File: config.mk
export PLATFORM = sky130hd
export DESIGN_NAME = edge_relax
export DESIGN_NICKNAME = d
export VERILOG_FILES = /design/src/rtl/edge_relax_pkg.sv /design/src/rtl/edge_relax_slice.sv /design/src/rtl/edge_relax.sv
export SDC_FILE = /design/constraint.sdc
export NUM_CORES = 1
export LEC_CHECK = 0
export CAP_MARGIN = 20
export CORE_UTILIZATION = 47
export CTS_CLUSTER_SIZE = 30
export DETAILED_ROUTE_END_ITERATION = 10
export PLACE_DENSITY = 0.76
export SLEW_MARGIN = 20
export SYNTH_ARGS = -nofsm -noshare
export SYNTH_HDL_FRONTEND = slang
export SYNTH_SLANG_ARGS = --single-unit
File: constraint.sdc
create_clock -name clk -period 5.5 [get_ports clk]
set_input_delay 1.1 -clock clk [delete_from_list [all_inputs] [get_ports clk]]
set_output_delay 1.1 -clock clk [all_outputs]
set_load 0.005 [all_outputs]
File: src/rtl/edge_relax_pkg.sv
// -----------------------------------------------------------------------------
// edge_relax_pkg
//   Shared definitions for the edge-relaxation stage of the Dijkstra sample.
//   - state_t   : controller states (IDLE, RUN, FLUSH, DRAIN)
//   - W_D_DEF   : default data/address/cost width
//   - W_CNT_DEF : default edge counter width
//   - COST_INF  : "unreached" cost, all-ones of the default width
//   - relax_sum : candidate-cost adder. It wraps by default and saturates when
//                 EDGE_RELAX_SATURATE_EN is defined. This is the only place
//                 that macro is consulted.
// -----------------------------------------------------------------------------
package edge_relax_pkg;

    localparam int W_D_DEF   = 32;
    localparam int W_CNT_DEF = 16;

    localparam logic [W_D_DEF-1:0] COST_INF = {W_D_DEF{1'b1}};

    typedef enum logic [1:0] {
        IDLE  = 2'd0,
        RUN   = 2'd1,
        FLUSH = 2'd2,
        DRAIN = 2'd3
    } state_t;

    // Operands are zero-extended into 64 bits and are at most w bits wide,
    // with w <= 63. The raw sum therefore never loses its carry, and the carry
    // can be tested against the w-bit mask.
    function automatic logic [63:0] relax_sum(input logic [63:0] a,
                                              input logic [63:0] b,
                                              input int unsigned w);
        logic [63:0] mask;
        logic [63:0] s;
        mask = (64'd1 << w) - 64'd1;
        s    = a + b;
`ifdef EDGE_RELAX_SATURATE_EN
        if (s > mask) s = mask;
`endif
        return s & mask;
    endfunction

endpackage

File: src/rtl/edge_relax_slice.sv
// -----------------------------------------------------------------------------
// edge_relax_slice
//   A single-entry valid/ready pipeline register with a configurable width.
//   It accepts a new word whenever it is empty or its current word leaves in
//   the same cycle, so it sustains full throughput.
//   Ports:
//     clk, rst           clock, synchronous active-high reset
//     up_valid/up_ready  upstream handshake
//     up_data   [W]      upstream payload
//     dn_valid/dn_ready  downstream handshake
//     dn_data   [W]      registered payload; it is held while dn_valid && !dn_ready
// -----------------------------------------------------------------------------
module edge_relax_slice #(
    parameter int W = 8
) (
    input  logic         clk,
    input  logic         rst,
    input  logic         up_valid,
    output logic         up_ready,
    input  logic [W-1:0] up_data,
    output logic         dn_valid,
    input  logic         dn_ready,
    output logic [W-1:0] dn_data
);

    assign up_ready = !dn_valid || dn_ready;

    // NOTE: state registers use non-blocking assignments. All flops then
    // update together at the edge, whatever order the blocks are evaluated in.
    always_ff @(posedge clk) begin
        if (rst) begin
            dn_valid <= 1'b0;
            // NOTE: the payload is reset as well as the valid bit. This slice
            // also drives the block's output ports, and those must read 0
            // after reset.
            dn_data  <= '0;
        end else if (up_ready) begin
            dn_valid <= up_valid;
            if (up_valid) dn_data <= up_data;
        end
    end

endmodule

File: src/rtl/edge_relax.sv
// -----------------------------------------------------------------------------
// edge_relax
//   Edge-relaxation stage. For the node being expanded, it consumes that
//   node's edge records and computes candidate = node_cost + edge_weight.
//   When the candidate is strictly below the neighbour's stored cost, it
//   emits {write_addr, next_cost, parent_addr} on write_valid/write_ready.
//   After the last edge it waits for the pipeline and the downstream write
//   channel to empty, then pulses done.
//
//   Pipeline: stage 1 (add) -> compare filter -> output register.
//   A record accepted at cycle t appears on write_valid at t+2 when nothing
//   stalls.
//
//   Ports:
//     clk, rst                         clock, synchronous active-high reset
//     start, node_addr, node_cost,
//     edge_count                       expansion request, sampled in IDLE only
//     busy, done, update_count         status
//     edge_valid/edge_ready, edge_dst,
//     edge_weight, edge_dst_cost       edge record stream
//     write_valid/write_ready,
//     write_addr, next_cost,
//     parent_addr                      update stream toward write_node_update
//     write_empty                      downstream write channel is empty
//
//   Build option: EDGE_RELAX_SATURATE_EN makes the candidate adder saturate
//   at all-ones. Without it the adder wraps.
// -----------------------------------------------------------------------------
module edge_relax
    import edge_relax_pkg::*;
#(
    parameter int W_D   = W_D_DEF,
    parameter int W_CNT = W_CNT_DEF
) (
    input  logic             clk,
    input  logic             rst,
    input  logic             start,
    input  logic [W_D-1:0]   node_addr,
    input  logic [W_D-1:0]   node_cost,
    input  logic [W_CNT-1:0] edge_count,
    output logic             busy,
    output logic             done,
    output logic [W_CNT-1:0] update_count,
    input  logic             edge_valid,
    output logic             edge_ready,
    input  logic [W_D-1:0]   edge_dst,
    input  logic [W_D-1:0]   edge_weight,
    input  logic [W_D-1:0]   edge_dst_cost,
    output logic [W_D-1:0]   write_addr,
    output logic [W_D-1:0]   next_cost,
    output logic [W_D-1:0]   parent_addr,
    output logic             write_valid,
    input  logic             write_ready,
    input  logic             write_empty
);

    state_t           state, state_nxt;
    logic [W_CNT-1:0] remaining;
    logic [W_D-1:0]   cost_q;
    logic [W_D-1:0]   parent_q;

    logic             edge_take;
    logic [W_D-1:0]   sum;

    // Stage 1 carries {dst, candidate sum, neighbour's stored cost}
    logic             s1_up_ready;
    logic             s1_valid;
    logic             s1_ready;
    logic [3*W_D-1:0] s1_data;
    logic [W_D-1:0]   s1_dst, s1_sum, s1_dcost;
    logic             relax;

    // Output register carries {write_addr, next_cost, parent_addr}
    logic             out_up_ready;
    logic [3*W_D-1:0] out_data;

    assign edge_take = edge_valid && edge_ready;
    assign sum       = W_D'(relax_sum(64'(cost_q), 64'(edge_weight), W_D));

    edge_relax_slice #(.W(3*W_D)) u_stage1 (
        .clk      (clk),
        .rst      (rst),
        .up_valid (edge_take),
        .up_ready (s1_up_ready),
        .up_data  ({edge_dst, sum, edge_dst_cost}),
        .dn_valid (s1_valid),
        .dn_ready (s1_ready),
        .dn_data  (s1_data)
    );

    assign {s1_dst, s1_sum, s1_dcost} = s1_data;

    // A non-relaxing record is dropped right here and never waits on the
    // output register. Only a relaxing record needs the output slot.
    assign relax    = s1_sum < s1_dcost;
    assign s1_ready = !relax || out_up_ready;

    edge_relax_slice #(.W(3*W_D)) u_out (
        .clk      (clk),
        .rst      (rst),
        .up_valid (s1_valid && relax),
        .up_ready (out_up_ready),
        .up_data  ({s1_dst, s1_sum, parent_q}),
        .dn_valid (write_valid),
        .dn_ready (write_ready),
        .dn_data  (out_data)
    );

    assign {write_addr, next_cost, parent_addr} = out_data;

    always_ff @(posedge clk) begin
        if (rst) begin
            state        <= IDLE;
            remaining    <= '0;
            cost_q       <= '0;
            parent_q     <= '0;
            update_count <= '0;
        end else begin
            state <= state_nxt;
            if (state == IDLE && start) begin
                cost_q       <= node_cost;
                parent_q     <= node_addr;
                remaining    <= edge_count;
                update_count <= '0;
            end else begin
                if (edge_take)                  remaining    <= remaining - W_CNT'(1);
                if (write_valid && write_ready) update_count <= update_count + W_CNT'(1);
            end
        end
    end

    always_comb begin
        // NOTE: every output of this block gets a default first. Then no path
        // through the case statement leaves a signal unassigned, and no latch
        // is inferred.
        state_nxt  = state;
        busy       = (state != IDLE);
        done       = 1'b0;
        edge_ready = 1'b0;
        unique case (state)
            IDLE: begin
                if (start) state_nxt = (edge_count == '0) ? FLUSH : RUN;
            end
            RUN: begin
                // Never looks at edge_valid, so there is no combinational
                // loop through the upstream source.
                edge_ready = (remaining != '0) && s1_up_ready;
                if (edge_take && remaining == W_CNT'(1)) state_nxt = FLUSH;
            end
            FLUSH: begin
                if (!s1_valid && !write_valid) state_nxt = DRAIN;
            end
            DRAIN: begin
                if (write_empty) begin
                    done      = 1'b1;
                    state_nxt = IDLE;
                end
            end
            default: state_nxt = IDLE;
        endcase
    end

endmodule

# Yosys cells after proc, flatten, opt, wreduce, memory -nomap -nowiden
# Index checks and enable logic that the tools add are counted.
[totals]
regBits = 292
in_bits = 182
word_cells = 54
[classes]
mux = 11
n_reduce_logical = 22
n_lt_le_gt_ge = 1
eq_ne = 8
n_addsub = 3
[ops]
columns = ["operator", "n"]
rows = [
  ["adder 32 bit", 1],
  ["less-than comparator 32 bit", 1],
  ["two-way mux 16 bit", 2],
  ["adder 16 x 1 -> 16 bit, second input constant", 1],
  ["== test 16 x 1 -> 1 bit, second input constant", 1],
  ["zero test 16 bit", 1],
  ["nonzero test 16 bit", 1],
  ["subtractor 16 x 1 -> 16 bit, second input constant", 1],
  ["two-way mux 2 bit", 5],
  ["inequality test 2 bit, second input constant", 4],
  ["one-hot mux 2 bit (4 select lines)", 1],
  ["logical AND 1 bit", 7],
  ["== test 2 bit, second input constant", 2],
  ["AND reduction 2 bit", 2],
  ["AND reduction 4 bit", 1],
  ["nonzero test 2 bit", 2],
  ["zero test 1 bit", 3],
  ["logical OR 1 bit", 3],
  ["two-way mux 1 bit", 3],
  ["== test 2 x 1 -> 1 bit, second input constant", 1],
  ["zero test 2 bit", 1],
  ["OR reduction 2 bit", 1],
]

# Logic depth before layout (Yosys ltp)
[depth]
word_depth = 10
depth_mapped = 14
depth_no_buf = 12

# Hierarchy
# From an unflattened synthesis, not the netlist that was laid out.
[unflattened]
hier_cells = 1746
area_unflattened_um2 = 15362.2
[by_module_without_submodules]
columns = ["mod", "area_per_inst_um2", "n_inst", "cells_per_inst"]
rows = [
  ["edge_relax_slice", 4411.7, 2, 442],
  ["edge_relax", 6538.8, 1, 862],
]

# Worst setup path before layout
# OpenSTA, ideal clock, no wires.
[synth_timing]
kind = "input -> register"
from = "in edge_weight[0]"
to = "reg u_stage1.dn_data[62]"
t_arrival_ns = 3.422
setup_ns = 0.062
required_ns = 5.438
path_slack_ns = 2.016
stages = 12
path_cell_list = "ha_1 inv_1 fa_1 nand2b_1 a21oi_1 a21oi_1 o21ai_0 o211ai_1 o21ai_0 a31oi_1 or4_1 nand3_1"
[synth_between]
elab_chain_len = 1
[synth_rtl]
columns = ["item", "line", "text"]
rows = [
  ["from (decl)", "edge_relax.sv:47", "input logic [W_D-1:0] edge_weight,"],
  ["adder 32 bit", "edge_relax_pkg.sv:35", "s = a + b;"],
  ["to (signal assigned)", "edge_relax_slice.sv:39", "if (up_valid) dn_data <= up_data;"],
  ["to (decl)", "edge_relax_slice.sv:23", "output logic [W-1:0] dn_data"],
]
# No other way between the ends.
# A chain may end at the register's enable or synchronous reset.

# Final worst setup path
[layout_timing]
from = "reg u_stage1.dn_data[9]"
to = "out edge_ready"
[layout_between]
elab_chain_len = 6
[layout_rtl]
columns = ["item", "line", "text"]
rows = [
  ["less-than comparator 32 bit", "edge_relax.sv:95", "assign relax = s1_sum < s1_dcost;"],
  ["zero test 1 bit", "edge_relax.sv:96", "assign s1_ready = !relax || out_up_ready;"],
  ["logical OR 1 bit", "edge_relax.sv:96", ""],
  ["logical OR 1 bit", "edge_relax_slice.sv:26", "assign up_ready = !dn_valid || dn_ready;"],
  ["logical AND 1 bit", "edge_relax.sv:147", "edge_ready = (remaining != '0) && s1_up_ready;"],
  ["two-way mux 1 bit", "edge_relax.sv:140", "unique case (state)"],
  ["to (decl)", "edge_relax.sv:45", "output logic edge_ready,"],
]
# No other way between the ends.

==> impl_metrics.json <==
{
  "insertion_delay_ns": 0.56,
  "rows": 60,
  "path_class": "reg2out",
  "wl_um": 34600,
  "relSlewSlack": 0.313,
  "final_cell_mix": "nand2_1, clkdlybuf4s50_1, dfxtp_1, a21oi_1, nor2_1",
  "clkSinkCount": 292,
  "cts_resized": 0,
  "gp_congestion": 0.875,
  "viasPerCell": 5.21,
  "finalHoldViolations": 0,
  "ys.flop_type": "dfxtp_1",
  "whs_ns": 0.452,
  "max-cap-violations": 0,
  "synth-simple-area-share": 0.188,
  "dp_hpwl_um": 24400,
  "status": "complete, no violations",
  "fp.dieW_um": 168,
  "die_h_um": 168,
  "worstPathRequired_ns": 4.40,
  "met2_usage": 0.394,
  "design_area_um2": 17300,
  "drc": 0,
  "drtIter0Drc": 661,
  "clock_path_buffers": 3,
  "critPathCaptureType": "output port",
  "ys_warn_count": 0,
  "syn_nets": 1793,
  "antenna_found_initial": 6,
  "synthXorXnorAreaFrac": 0.0303,
  "synthMuxAreaShare": 0.0746,
  "fin_worst_skew_ns": 0.0220,
  "grt_use_met1": 0.309,
  "synthAdderAreaFrac": 0.0688,
  "worst_pin_slew_ns": 1.03,
  "synthCells": 1540,
  "dr.pass1.iters": 5,
  "final_common_cell": "nand2_1",
  "rsz0062_at_grt": "false",
  "final_core_util": 0.637,
  "grt_pass1_wl_um": 56000,
  "vias": 11400,
  "setup_viol": 0,
  "grt_max_degree": 101,
  "post-route-period-util": 0.857,
  "setup_tns_ns": 0,
  "cts_hold_buf": 0,
  "met3_usage": 0.0611,
  "ant_nets": 0,
  "grt_usage": 0.241,
  "p_leak_nw": 7.29,
  "post_cts_buffers": 0,
  "yosysSeqAreaShare": 0.449,
  "hold_path.class": "reg2reg",
  "pin_count": 298,
  "synth_top_family_by_area": "simple AND/OR/NAND/NOR gates",
  "synth_edf_count": 0,
  "slew_violations": 0,
  "area_growth_pct": 32.7,
  "pwr_density_cell_nw_per_um2": 333,
  "start_kind": "register",
  "htreeDepth": 1,
  "post_drt_wl_per_cell_um": 15.8,
  "avgSynthCellArea_um2": 8.46,
  "drive_above_1_share": 0.0407,
  "clockRootBuffer": "clkbuf_16",
  "ys_seq_elements": 292,
  "start_util": 0.480,
  "syn-cell-area_um2": 13000,
  "placed_cell_area_um2": 16100,
  "numCtsBuffers": 31,
  "grt_pass1_vias": 11300,
  "layout.nets": 2047,
  "coreArea_um2": 27100,
  "critPathMaxFanout": 13,
  "port-buffer-count": 297,
  "nFillCells": 2332,
  "clk_pin_slew_ns": 0.06,
  "cts_tree": "yes",
  "place_worst_setup_slack_ns": 1.11,
  "fin_crit_ns": 4.72,
  "ys_async_sr_fraction": 0,
  "synth-compound-area-share": 0.142,
  "fmax_ghz": 0.212,
  "die_area_um2": 28400,
  "gr-max-usage-layer": "met2",
  "overflow": 0,
  "arrival_ns": 3.62,
  "vdd_drop_max_v": 0.000208,
  "fin_ws_ns": 0.784,
  "ys_types": 54
}
## where the power goes
group / leakage [nW] / internal [W] / switching, W
sequential: 2.37 / 0.00227 / 0.000100
clock: 0.541 / 0.00135 / 0.000840
combinational: 4.37 / 0.000514 / 0.000672
## cells in the mapped netlist (18+ instances only)
| master | instances | area, um2 |
|---|---|---|
| a21o_1 | 27 | 203 |
| dfxtp_1 | 292 | 5850 |
| nand3_1 | 18 | 90.1 |
| nand2_1 | 328 | 1230 |
| mux2i_1 | 97 | 971 |
| ha_1 | 70 | 876 |
| xor2_1 | 28 | 245 |
| a21oi_1 | 196 | 981 |
| clkbuf_1 | 62 | 233 |
| inv_1 | 50 | 188 |
| o21ai_0 | 30 | 150 |
| nor2_1 | 150 | 563 |
## worst paths after layout
kind	startpoint	slack [ns]	depth (start not counted)	endpoint
setup / recovery	u_stage1.dn_data[9]	0.78	10	edge_ready
hold / removal	u_stage1.dn_data[83]	0.45	2	u_stage1.dn_data[83]
setup reg to reg	u_stage1.dn_data[9]	1.61	12	u_stage1.dn_data[85]
hold reg to reg	u_stage1.dn_data[83]	0.45	2	u_stage1.dn_data[83]
## final cells by class
class	count	area, um2	share of cell area
Tap cell	372	465	0.0269
Timing Repair Buffer	307	3080	0.179
Sequential cell	292	5850	0.338
Clock buffer	46	932	0.0540
Multi-Input combinational cell	1112	6590	0.381
Clock inverter	10	158	0.00913
Inverter	50	188	0.0109
Antenna cell	5	12.5	0.000724
## worst max-delay path, stage by stage (launching register included)
cell and delay (ns):
dfxtp_1 0.33, inv_1 0.04, ha_1 0.30, a21o_1 0.16, a21o_1 0.17, a2111oi_0 0.46
o211ai_1 0.16, a21o_1 0.24, a211o_1 0.47, and2_1 0.23, clkdlybuf4s50_1 0.48
## state kept, by name, summed over array words and instances, names as in the netlist
name and cells:
cost_q 32, parent_q 32, remaining 16, state 2
u_out.dn_data 96, u_out.dn_valid 1, u_stage1.dn_data 96, u_stage1.dn_valid 1
update_count 16
## metal layers
layer,vias to the layer above,wire (um)
met5,-,11
met4,2,1220
met3,77,2600
met2,331,15300
met1,5273,15500
li1,5737,-
## stage by stage
stage	std cells	power, W
global placement	2132	0.00355
CTS	2188	0.00578
floorplan	1540	0.00319
finish	2194	0.00575
global route	2193	0.00602
detailed placement	2132	0.00358
## logic make-up after synthesis
| kind of cell | count (synthesis) |
|---|---|
| XOR/XNOR | 45 |
| AO/OA/AOI/OAI | 318 |
| buffers and inverters | 136 |
| AND/OR/NAND/NOR | 581 |
| multiplexers | 97 |
| flip-flops | 292 |
| adder cells (fa/ha/maj) | 71 |
Power figures use the tool's default switching activity.
